File: src/rtl/coffee_dispenser_if.sv
// Controller-side signals of the coffee dispenser: brew request/completion,
// refill button, actuator drives and status.
interface coffee_dispenser_if;
  logic       coffee_make;
  logic       cup_refill;
  logic       coffee_out;
  logic       cup_drop;
  logic       heater_on;
  logic       valve_open;
  logic       busy;
  logic       fault;
  logic [7:0] cups_left;

  modport master (
    output coffee_make, cup_refill,
    input  coffee_out, cup_drop, heater_on, valve_open, busy, fault, cups_left
  );

  modport slave (
    input  coffee_make, cup_refill,
    output coffee_out, cup_drop, heater_on, valve_open, busy, fault, cups_left
  );
endinterface

File: src/rtl/coffee_dispenser.sv
// Coffee dispenser sequencer: cup drop, brew and pour phases timed in
// prescaled ticks, with cup stock tracking and an empty-stock fault state.
module coffee_dispenser #(
  parameter int TICK_DIV     = 100000,
  parameter int CUP_TICKS    = 500,
  parameter int BREW_TICKS   = 3000,
  parameter int POUR_TICKS   = 2000,
  parameter int CUP_CAPACITY = 50
) (
  input  logic              clk,
  input  logic              reset,
  coffee_dispenser_if.slave dsp
);

  localparam int PW    = (TICK_DIV > 1) ? $clog2(TICK_DIV) : 1;
  localparam int MAX_A = (CUP_TICKS > BREW_TICKS) ? CUP_TICKS : BREW_TICKS;
  localparam int MAXT  = (MAX_A > POUR_TICKS) ? MAX_A : POUR_TICKS;
  localparam int TW    = (MAXT > 1) ? $clog2(MAXT) : 1;

  localparam logic [PW-1:0] PRESC_LAST = PW'(TICK_DIV - 1);
  localparam logic [TW-1:0] CUP_LAST   = TW'(CUP_TICKS - 1);
  localparam logic [TW-1:0] BREW_LAST  = TW'(BREW_TICKS - 1);
  localparam logic [TW-1:0] POUR_LAST  = TW'(POUR_TICKS - 1);
  localparam logic [7:0]    CAP        = 8'(CUP_CAPACITY);

  typedef enum logic [2:0] {
    IDLE, CUP, BREW, POUR, DONE, WAIT_REL, EMPTY
  } state_t;

  state_t        state, state_nxt;
  logic [PW-1:0] presc;
  logic [TW-1:0] tick_cnt;
  logic [TW-1:0] phase_last;
  logic          refill_q;
  logic [7:0]    cups, cups_nxt;
  logic          refill_rise;
  logic          presc_wrap;
  logic          phase_end;
  logic          take_cup;

  function automatic logic [7:0] sat_dec(input logic [7:0] v);
    return (v == 8'd0) ? 8'd0 : v - 8'd1;
  endfunction

  assign refill_rise = dsp.cup_refill & ~refill_q;
  assign presc_wrap  = (presc == PRESC_LAST);

  always_comb begin
    phase_last = '0;
    case (state)
      CUP:     phase_last = CUP_LAST;
      BREW:    phase_last = BREW_LAST;
      POUR:    phase_last = POUR_LAST;
      default: phase_last = '0;
    endcase
  end

  // A phase ends on the last prescaler cycle of its last tick.
  assign phase_end = presc_wrap && (tick_cnt == phase_last);

  always_comb begin
    state_nxt = state;
    case (state)
      IDLE: begin
        if (dsp.coffee_make)
          state_nxt = ((cups != 8'd0) || refill_rise) ? CUP : EMPTY;
      end
      CUP:      if (phase_end) state_nxt = BREW;
      BREW:     if (phase_end) state_nxt = POUR;
      POUR:     if (phase_end) state_nxt = DONE;
      DONE:     state_nxt = WAIT_REL;
      WAIT_REL: if (!dsp.coffee_make) state_nxt = IDLE;
      EMPTY: begin
        if (refill_rise)
          state_nxt = dsp.coffee_make ? CUP : IDLE;
        else if (!dsp.coffee_make)
          state_nxt = IDLE;
      end
      default:  state_nxt = IDLE;
    endcase
  end

  // A cup is consumed on the edge that enters CUP; a simultaneous refill
  // still leaves that cup taken.
  assign take_cup = (state_nxt == CUP) && (state != CUP);

  always_comb begin
    cups_nxt = cups;
    if (refill_rise)
      cups_nxt = take_cup ? sat_dec(CAP) : CAP;
    else if (take_cup)
      cups_nxt = sat_dec(cups);
  end

  always_ff @(posedge clk or posedge reset) begin
    if (reset) begin
      state    <= IDLE;
      presc    <= '0;
      tick_cnt <= '0;
      refill_q <= 1'b0;
      cups     <= CAP;
    end else begin
      state    <= state_nxt;
      refill_q <= dsp.cup_refill;
      cups     <= cups_nxt;
      if (state_nxt != state) begin
        presc    <= '0;
        tick_cnt <= '0;
      end else if (presc_wrap) begin
        presc    <= '0;
        tick_cnt <= tick_cnt + 1'b1;
      end else begin
        presc    <= presc + 1'b1;
      end
    end
  end

  assign dsp.cup_drop   = (state == CUP);
  assign dsp.heater_on  = (state == BREW);
  assign dsp.valve_open = (state == POUR);
  assign dsp.coffee_out = (state == DONE);
  assign dsp.fault      = (state == EMPTY);
  assign dsp.busy       = (state != IDLE);
  assign dsp.cups_left  = cups;

endmodule

File: src/flat_wrapper.sv
// flat-port wrapper written by rule: the top's interface ports become plain ports
module coffee_dispenser_flat 
#(
  parameter int TICK_DIV     = 100000,
  parameter int CUP_TICKS    = 500,
  parameter int BREW_TICKS   = 3000,
  parameter int POUR_TICKS   = 2000,
  parameter int CUP_CAPACITY = 50
)
  (clk, reset, dsp_coffee_make, dsp_cup_refill, dsp_coffee_out, dsp_cup_drop, dsp_heater_on, dsp_valve_open, dsp_busy, dsp_fault, dsp_cups_left);
  coffee_dispenser_if dsp_i ();
  input  logic clk;
  input  logic reset;
  input wire logic [$bits(dsp_i.coffee_make)-1:0] dsp_coffee_make;
  input wire logic [$bits(dsp_i.cup_refill)-1:0] dsp_cup_refill;
  output wire logic [$bits(dsp_i.coffee_out)-1:0] dsp_coffee_out;
  output wire logic [$bits(dsp_i.cup_drop)-1:0] dsp_cup_drop;
  output wire logic [$bits(dsp_i.heater_on)-1:0] dsp_heater_on;
  output wire logic [$bits(dsp_i.valve_open)-1:0] dsp_valve_open;
  output wire logic [$bits(dsp_i.busy)-1:0] dsp_busy;
  output wire logic [$bits(dsp_i.fault)-1:0] dsp_fault;
  output wire logic [$bits(dsp_i.cups_left)-1:0] dsp_cups_left;
  assign dsp_i.coffee_make = dsp_coffee_make;
  assign dsp_i.cup_refill = dsp_cup_refill;
  assign dsp_coffee_out = dsp_i.coffee_out;
  assign dsp_cup_drop = dsp_i.cup_drop;
  assign dsp_heater_on = dsp_i.heater_on;
  assign dsp_valve_open = dsp_i.valve_open;
  assign dsp_busy = dsp_i.busy;
  assign dsp_fault = dsp_i.fault;
  assign dsp_cups_left = dsp_i.cups_left;
  coffee_dispenser #(.TICK_DIV(TICK_DIV), .CUP_TICKS(CUP_TICKS), .BREW_TICKS(BREW_TICKS), .POUR_TICKS(POUR_TICKS), .CUP_CAPACITY(CUP_CAPACITY)) u_core (.clk(clk), .reset(reset), .dsp(dsp_i));
endmodule
File: config.mk
export PLATFORM = sky130hd
export DESIGN_NAME = coffee_dispenser_flat
export DESIGN_NICKNAME = d
export VERILOG_FILES = /design/src/rtl/coffee_dispenser_if.sv /design/src/rtl/coffee_dispenser.sv /design/src/flat_wrapper.sv
export SDC_FILE = /design/constraint.sdc
export NUM_CORES = 1
export LEC_CHECK = 0
export BUFFER_PORTS_ARGS = -buffer_cell sky130_fd_sc_hd__buf_2
export CAP_MARGIN = 40
export CORE_AREA = 2 2 65 83
export CTS_BUF_LIST = sky130_fd_sc_hd__clkbuf_2 sky130_fd_sc_hd__clkbuf_4 sky130_fd_sc_hd__clkbuf_8
export CTS_CLUSTER_DIAMETER = 120
export DETAILED_ROUTE_END_ITERATION = 8
export DIE_AREA = 0 0 67 85
export GPL_TIMING_DRIVEN = 0
export PLACE_DENSITY = 0.67
export SKIP_CTS_REPAIR_TIMING = 1
export SLEW_MARGIN = 20
export SYNTH_ARGS = -nofsm -noshare
export SYNTH_HDL_FRONTEND = slang
export SYNTH_SLANG_ARGS = --single-unit
File: constraint.sdc
create_clock -name clk -period 2.8 [get_ports clk]
set_input_delay 0.14 -clock clk [delete_from_list [all_inputs] [get_ports clk]]
set_output_delay 0.14 -clock clk [all_outputs]
set_load 0.005 [all_outputs]
# --- Yosys cells after proc, flatten, opt, wreduce, memory -nomap -nowiden ---
# Cells that the tools add are included.
# W data, S select, Z words.
classes:
  addsub: 3
  n_eq_ne: 11
  muxes: 18
  n_bitwise: 2
  n_reduce_logical: 9
ops:
  columns: ["cell", "n"]
  rows:
  - ["$pmux W12 S3", 1]
  - ["$mux W17", 2]
  - ["$mux W12", 2]
  - ["$mux W8", 3]
  - ["$mux W3", 7]
  - ["$pmux W3 S7", 1]
  - ["$add A17 B1 Y17 const B", 1]
  - ["$eq A17 B17 Y1 const B", 1]
  - ["$add A12 B1 Y12 const B", 1]
  - ["$eq A12 B12 Y1", 1]
  - ["$eq A3 B3 Y1 const B", 3]
  - ["$logic_not A8 Y1", 1]
  - ["$reduce_bool A8 Y1", 1]
  - ["$sub A8 B1 Y8 const B", 1]
  - ["$eq A3 B1 Y1 const B", 2]
  - ["$eq A3 B2 Y1 const B", 2]
  - ["$reduce_bool A2 Y1", 2]
  - ["$logic_not A3 Y1", 1]
  - ["$ne A3 B1 Y1 const B", 1]
  - ["$ne A3 B3 Y1", 1]
  - ["$reduce_bool A3 Y1", 1]
  - ["$logic_and A1 B1 Y1", 2]
  - ["$mux W2", 1]
  - ["$and A1 B1 Y1", 1]
  - ["other kinds (3)", 3]
totals:
  regBits: 41
  input_bits: 4
  output_inout_bits: 14
  elab_cells: 48

# --- Longest topological paths before layout ---
logic_depth:
  word_depth: 10
  depth_mapped: 8
  mapped_depth_nobuf: 7

# --- Worst setup path before layout ---
# Ideal clock, no wire load.
synth_timing:
  path_type: "register to register"
  start: "reg u_core.cups[1], in the netlist u_core.dsp.cups_left[1]"
  end: "reg u_core.cups[4], in the netlist u_core.dsp.cups_left[4]"
  setup_time_ns: 0.064
  arrival_ns: 2.014
  required_time_ns: 2.736
  path_slack_ns: 0.722
  path_stages_with_launch: 9
  path_buffers: 1
  period_less_slack_ns: 2.078
  cell_sequence: "dfstp_2 > inv_1 > ha_1 > nor4b_1 > a311oi_1 > o21ai_1 > clkbuf_1 > or4_1 > nand3_1"
synth_between:
  elab_chain_len: 8
  elab_cells_between_ends: 13
  cone_classes: "1 x add/sub; 1 x eq/ne; 6 x mux; 5 x reduce/logical"
synth_lines:
  columns: ["item", "line_no", "source"]
  rows:
  - ["from (decl)", "coffee_dispenser.sv:35", "logic [7:0] cups, cups_nxt;"]
  - ["from (signal assigned)", "coffee_dispenser.sv:105", "cups <= cups_nxt;"]
  - ["$reduce_bool A8 Y1", "coffee_dispenser.sv:66", "state_nxt = ((cups != 8'd0) || refill_rise) ? CUP : EMPTY;"]
  - ["$logic_or A1 B1 Y1", "coffee_dispenser.sv:66", null]
  - ["$mux W3", "coffee_dispenser.sv:66", null]
  - ["$mux W3", "coffee_dispenser.sv:65", "if (dsp.coffee_make)"]
  - ["$pmux W3 S7", "coffee_dispenser.sv:63", "case (state)"]
  - ["$eq A3 B1 Y1", "coffee_dispenser.sv:85", "assign take_cup = (state_nxt == CUP) && (state != CUP);"]
  - ["$logic_and A1 B1 Y1", "coffee_dispenser.sv:85", null]
  - ["$reduce_bool A2 Y1 (no source line)", null, null]
# Several ways; a longest one is shown, not always the timed one. The select of a mux whose other input is x is not followed.
# A chain may end at the register's enable or synchronous reset.

# --- Worst setup path in the final report ---
layout_timing:
  start: "in dsp_cup_refill"
  end: "reg u_core.presc[11]"
layout_between:
  elab_chain_len: 7
  elab_cells_between_ends: 8
  cone_classes: "1 x eq/ne; 5 x mux; 1 x bitwise; 1 x reduce/logical"
layout_lines:
  columns: ["item", "line_no", "source"]
  rows:
  - ["from (decl)", "flat_wrapper.sv:15", "input wire logic [$bits(dsp_i.cup_refill)-1:0] dsp_cup_refill;"]
  - ["$and A1 B1 Y1 *", "coffee_dispenser.sv:45", "assign refill_rise = dsp.cup_refill & ~refill_q;"]
  - ["$logic_or A1 B1 Y1", "coffee_dispenser.sv:66", null]
  - ["$mux W3", "coffee_dispenser.sv:66", null]
  - ["$mux W3", "coffee_dispenser.sv:65", null]
  - ["$pmux W3 S7 *", "coffee_dispenser.sv:63", null]
  - ["$ne A3 B3 Y1 *", "coffee_dispenser.sv:106", "if (state_nxt != state) begin"]
  - ["$mux W17 *", "coffee_dispenser.sv:106", null]
  - ["to (signal assigned)", "coffee_dispenser.sv:113", "presc <= presc + 1'b1;"]
  - ["to (decl)", "coffee_dispenser.sv:31", "logic [PW-1:0] presc;"]
# Mark *: on every way between the ends. The rest lies on a longest branch, timed or not.

==> impl_results.md <==
- Clock Tree Root: clkbuf_8
- Post-synth top area share: ~40%
- CTS max path bufs: 2
- Crit path from: dsp_cup_refill
- CP endpoint kind: register
- Max Slew Vio Count: 0
- CTS tree: built
- Synth unique cells: 54
- Post-synth EDFFs: 0
- Cell Area, Synth: roughly 2400 µm²
- Max Cap Viol: 0
- Avg Cell Area, Syn: roughly 9 µm²
- H-tree depth: 2
- CP required: 3030 ps
- Worst Reg-to-Reg Cells: 8
- Clock latency on the worst-skew pair: 290 ps
- Gr usage total: 18.7%
- Synth Flop Type: dfrtp_1
- WHS: around 190 ps
- Final ANT Viol Nets: 0
- Critical path endpoint: u_core.presc[11]
- CTS clock-pin slew for the worst setup and hold paths: approximately 80 ps
- Synth Instances: 261
- Most used cell along the critical path: clkbuf_1
- Flops & latches, synth: 41
- Synth-to-layout area growth: 14.1%
- Initial Utilization: 48.5%
- Initial antenna violation count: 0
- HP Class: primary input to register
- Synth warn: 0
- CP max FO: 10
- Drt first pass iters: 4
- DP Cell Count: 341
- Final Hold Viols: 0
- First DRT Iteration DRCs: 71
- Power Density: 637 nW/µm²
- Worst Setup Slack post-DPL: between 400 and 500 ps
- Die Width: 67 µm
- Worst Tran Pin Value: 566 ps
- Static Leak: 1.24 nW
- Via count: approximately 2000
- Global-route wire length before repair: between 8000 and 9000 µm
- Slowest cell on crit path: dlygate4sd3_1
- Num rows: 29
- Setup Viol. Count Final: 0
- Max Clk Rate: 414 MHz
- FF-to-FF setup slack: approximately 420 ps
- TritonCTS Sinks: 41
- Startpoint types: primary input
- Detail Placement HPWL: roughly 3400 µm
- Status: complete, no violations
- Relative slew slack: 61.8%
- N_diodes: 0
- Skew final: 10.4 ps
- DRC Markers: 0
- Pin count of the biggest net entering global routing: 35
- Port-buffer cells: 17
- Register area share after synthesis: between 40% and 50%
- DR vias/cell: 5.64
- Core area: a little under 5000 µm²
- Area contributors post-synth: dfrtp_1, xor2_1, nor2_1
- Final core utilization: 55.3%
- RR Endpoint: u_core.dsp.cups_left[1]
- Setup TNS: 0 ps
- RePlAce Congestion: 0.784
- Slowest stage delay, CP: 530 ps
- Post-Synthesis Net Count: 268
- Post-synthesis cell type with the largest combined area: dfrtp_1
- Nets: 295
- Ys async rst share: 100%
- Final worst path period share: approximately 86%
- Final wirelength: 4820 µm
- VDD IR-drop max: about 0.31 mV
- Total CTS buffers: 5
- Proportion of layout cells with a drive suffix above 1: 15.2%
- Die height: 85 µm
- WS Path Type: primary input to register
- CP Cell Sequence: dlygate4sd3_1, buf_2, nor2b_1, clkbuf_1, o211ai_1, o221ai_1, or2_2, clkbuf_1, clkbuf_1, nor2_1
- Total grt overflow: 0
- Final non-filler cell total: 351
- Die area: 5700 µm²
- Setup ws final: 387 ps
- Clock period minus worst slack: about 2400 ps
- Critical Path AT: 2640 ps
- # IOs: 18
- DR WL/cell: 13.7 µm
- RSZ-0062 raised after global routing: no
- Reg2Reg Launch Point: u_core.dsp.cups_left[0]
- Vias in the first global route: 1858
metal layers:
metal / track usage, % / wire, µm / vias up
met5: 0 / 0 / -
met4: 6.68 / 70 / 0
met3: 4.11 / 152 / 6
met2: 31.6 / 2410 / 29
met1: 23.1 / 2190 / 957
li1: - / - / 987
cells by family (layout without fill, tap and decap cells):
family	after synthesis	in the layout	share of synthesized area (%)
AOI/OAI and AO/OA	35	35	10.6
xor gates and xnor gates	27	27	9.88
adders and majority gates	3	3	1.57
buffers and inverters	21	49	3.92
DFF	41	41	43.0
muxes	3	3	1.25
and+or+nand+nor	131	131	29.7
worst max-delay path, delay by kind of cell:
| kind | cells | cell delay (ps) |
|---|---|---|
| AO/OA/AOI/OAI | 2 | 510 |
| AND/OR/NAND/NOR | 3 | 640 |
| buffers and inverters | 5 | 1330 |
cell usage in the layout, fill, tap and decap left out, types with 4 or more instances in the layout:
cell type,Yosys,final
dfrtp_1,38,38
nor2_1,33,33
buf_2,3,20
nor3_1,19,19
xor2_1,18,18
nand2_1,15,15
nand3_1,11,11
o21ai_0,9,9
xnor2_1,9,9
and3_1,9,9
clkbuf_1,8,8
nand4_1,8,8
inv_1,8,7
a21oi_1,6,6
and4_1,5,5
clkbuf_8,0,5
nor2b_1,4,4
flip-flops by register name, summed over array words and instances (netlist names):
signal                flops
u_core.presc             17
u_core.refill_q           1
u_core.tick_cnt          12
u_core.dsp.cups_left      8
u_core.state              3
how the worst min path moves through the flow:
stage | start | end | slack, ps | cells after the start
after global placement | dsp_cup_refill | u_core.refill_q | 290 | 1
after CTS | reset | u_core.dsp.cups_left[0] | -260 | 2
after floorplan | dsp_cup_refill | u_core.refill_q | 170 | 0
after detailed placement | reset | u_core.dsp.cups_left[0] | 70 | 2
after global routing | dsp_coffee_make | u_core.state[0] | 200 | 3
final | dsp_coffee_make | u_core.state[2] | 190 | 3
layout make-up:
cell class                 count  area [µm²]
buffer                        13        63.8
clock buffer                   5        68.8
clock inverter                 3        65.1
fill                         461        2200
inverter                       8        30.0
multi-input combinational    199        1270
sequential                    41        1030
tap                           62        77.6
timing repair buffer          20         125
report_power, final:
group / total (W) / internal [W] / switching (W)
registers: 0.000727 / 0.000663 / 0.0000639
logic: 0.000446 / 0.000197 / 0.000249
clock network: 0.000565 / 0.000354 / 0.000211
total: 0.00174 / 0.00121 / 0.000524
cells in the mapped netlist, types with 3 or more instances:
library cell,n
inv_1,8
ha_1,3
nor2_1,33
clkbuf_1,8
nor4_1,3
and3_1,9
or4_1,3
dfstp_2,3
o211ai_1,3
xor2_1,18
o21ai_0,9
nor3_1,19
xnor2_1,9
and4_1,5
buf_2,3
nand2b_1,3
nand3_1,11
nand2_1,15
mux2i_1,3
nor2b_1,4
a21oi_1,6
dfrtp_1,38
nand4_1,8
per-stage QoR:
stage | cell area, µm² | power (W)
2_1_floorplan | 2390 | 0.00106
3_3_place_gp | 2560 | 0.00118
3_5_place_dp | 2580 | 0.00119
4_1_cts | 2710 | 0.00176
5_1_grt | 2730 | 0.00185
6_report | 2730 | 0.00174
Note: power is estimated with default switching activity, not from simulation.
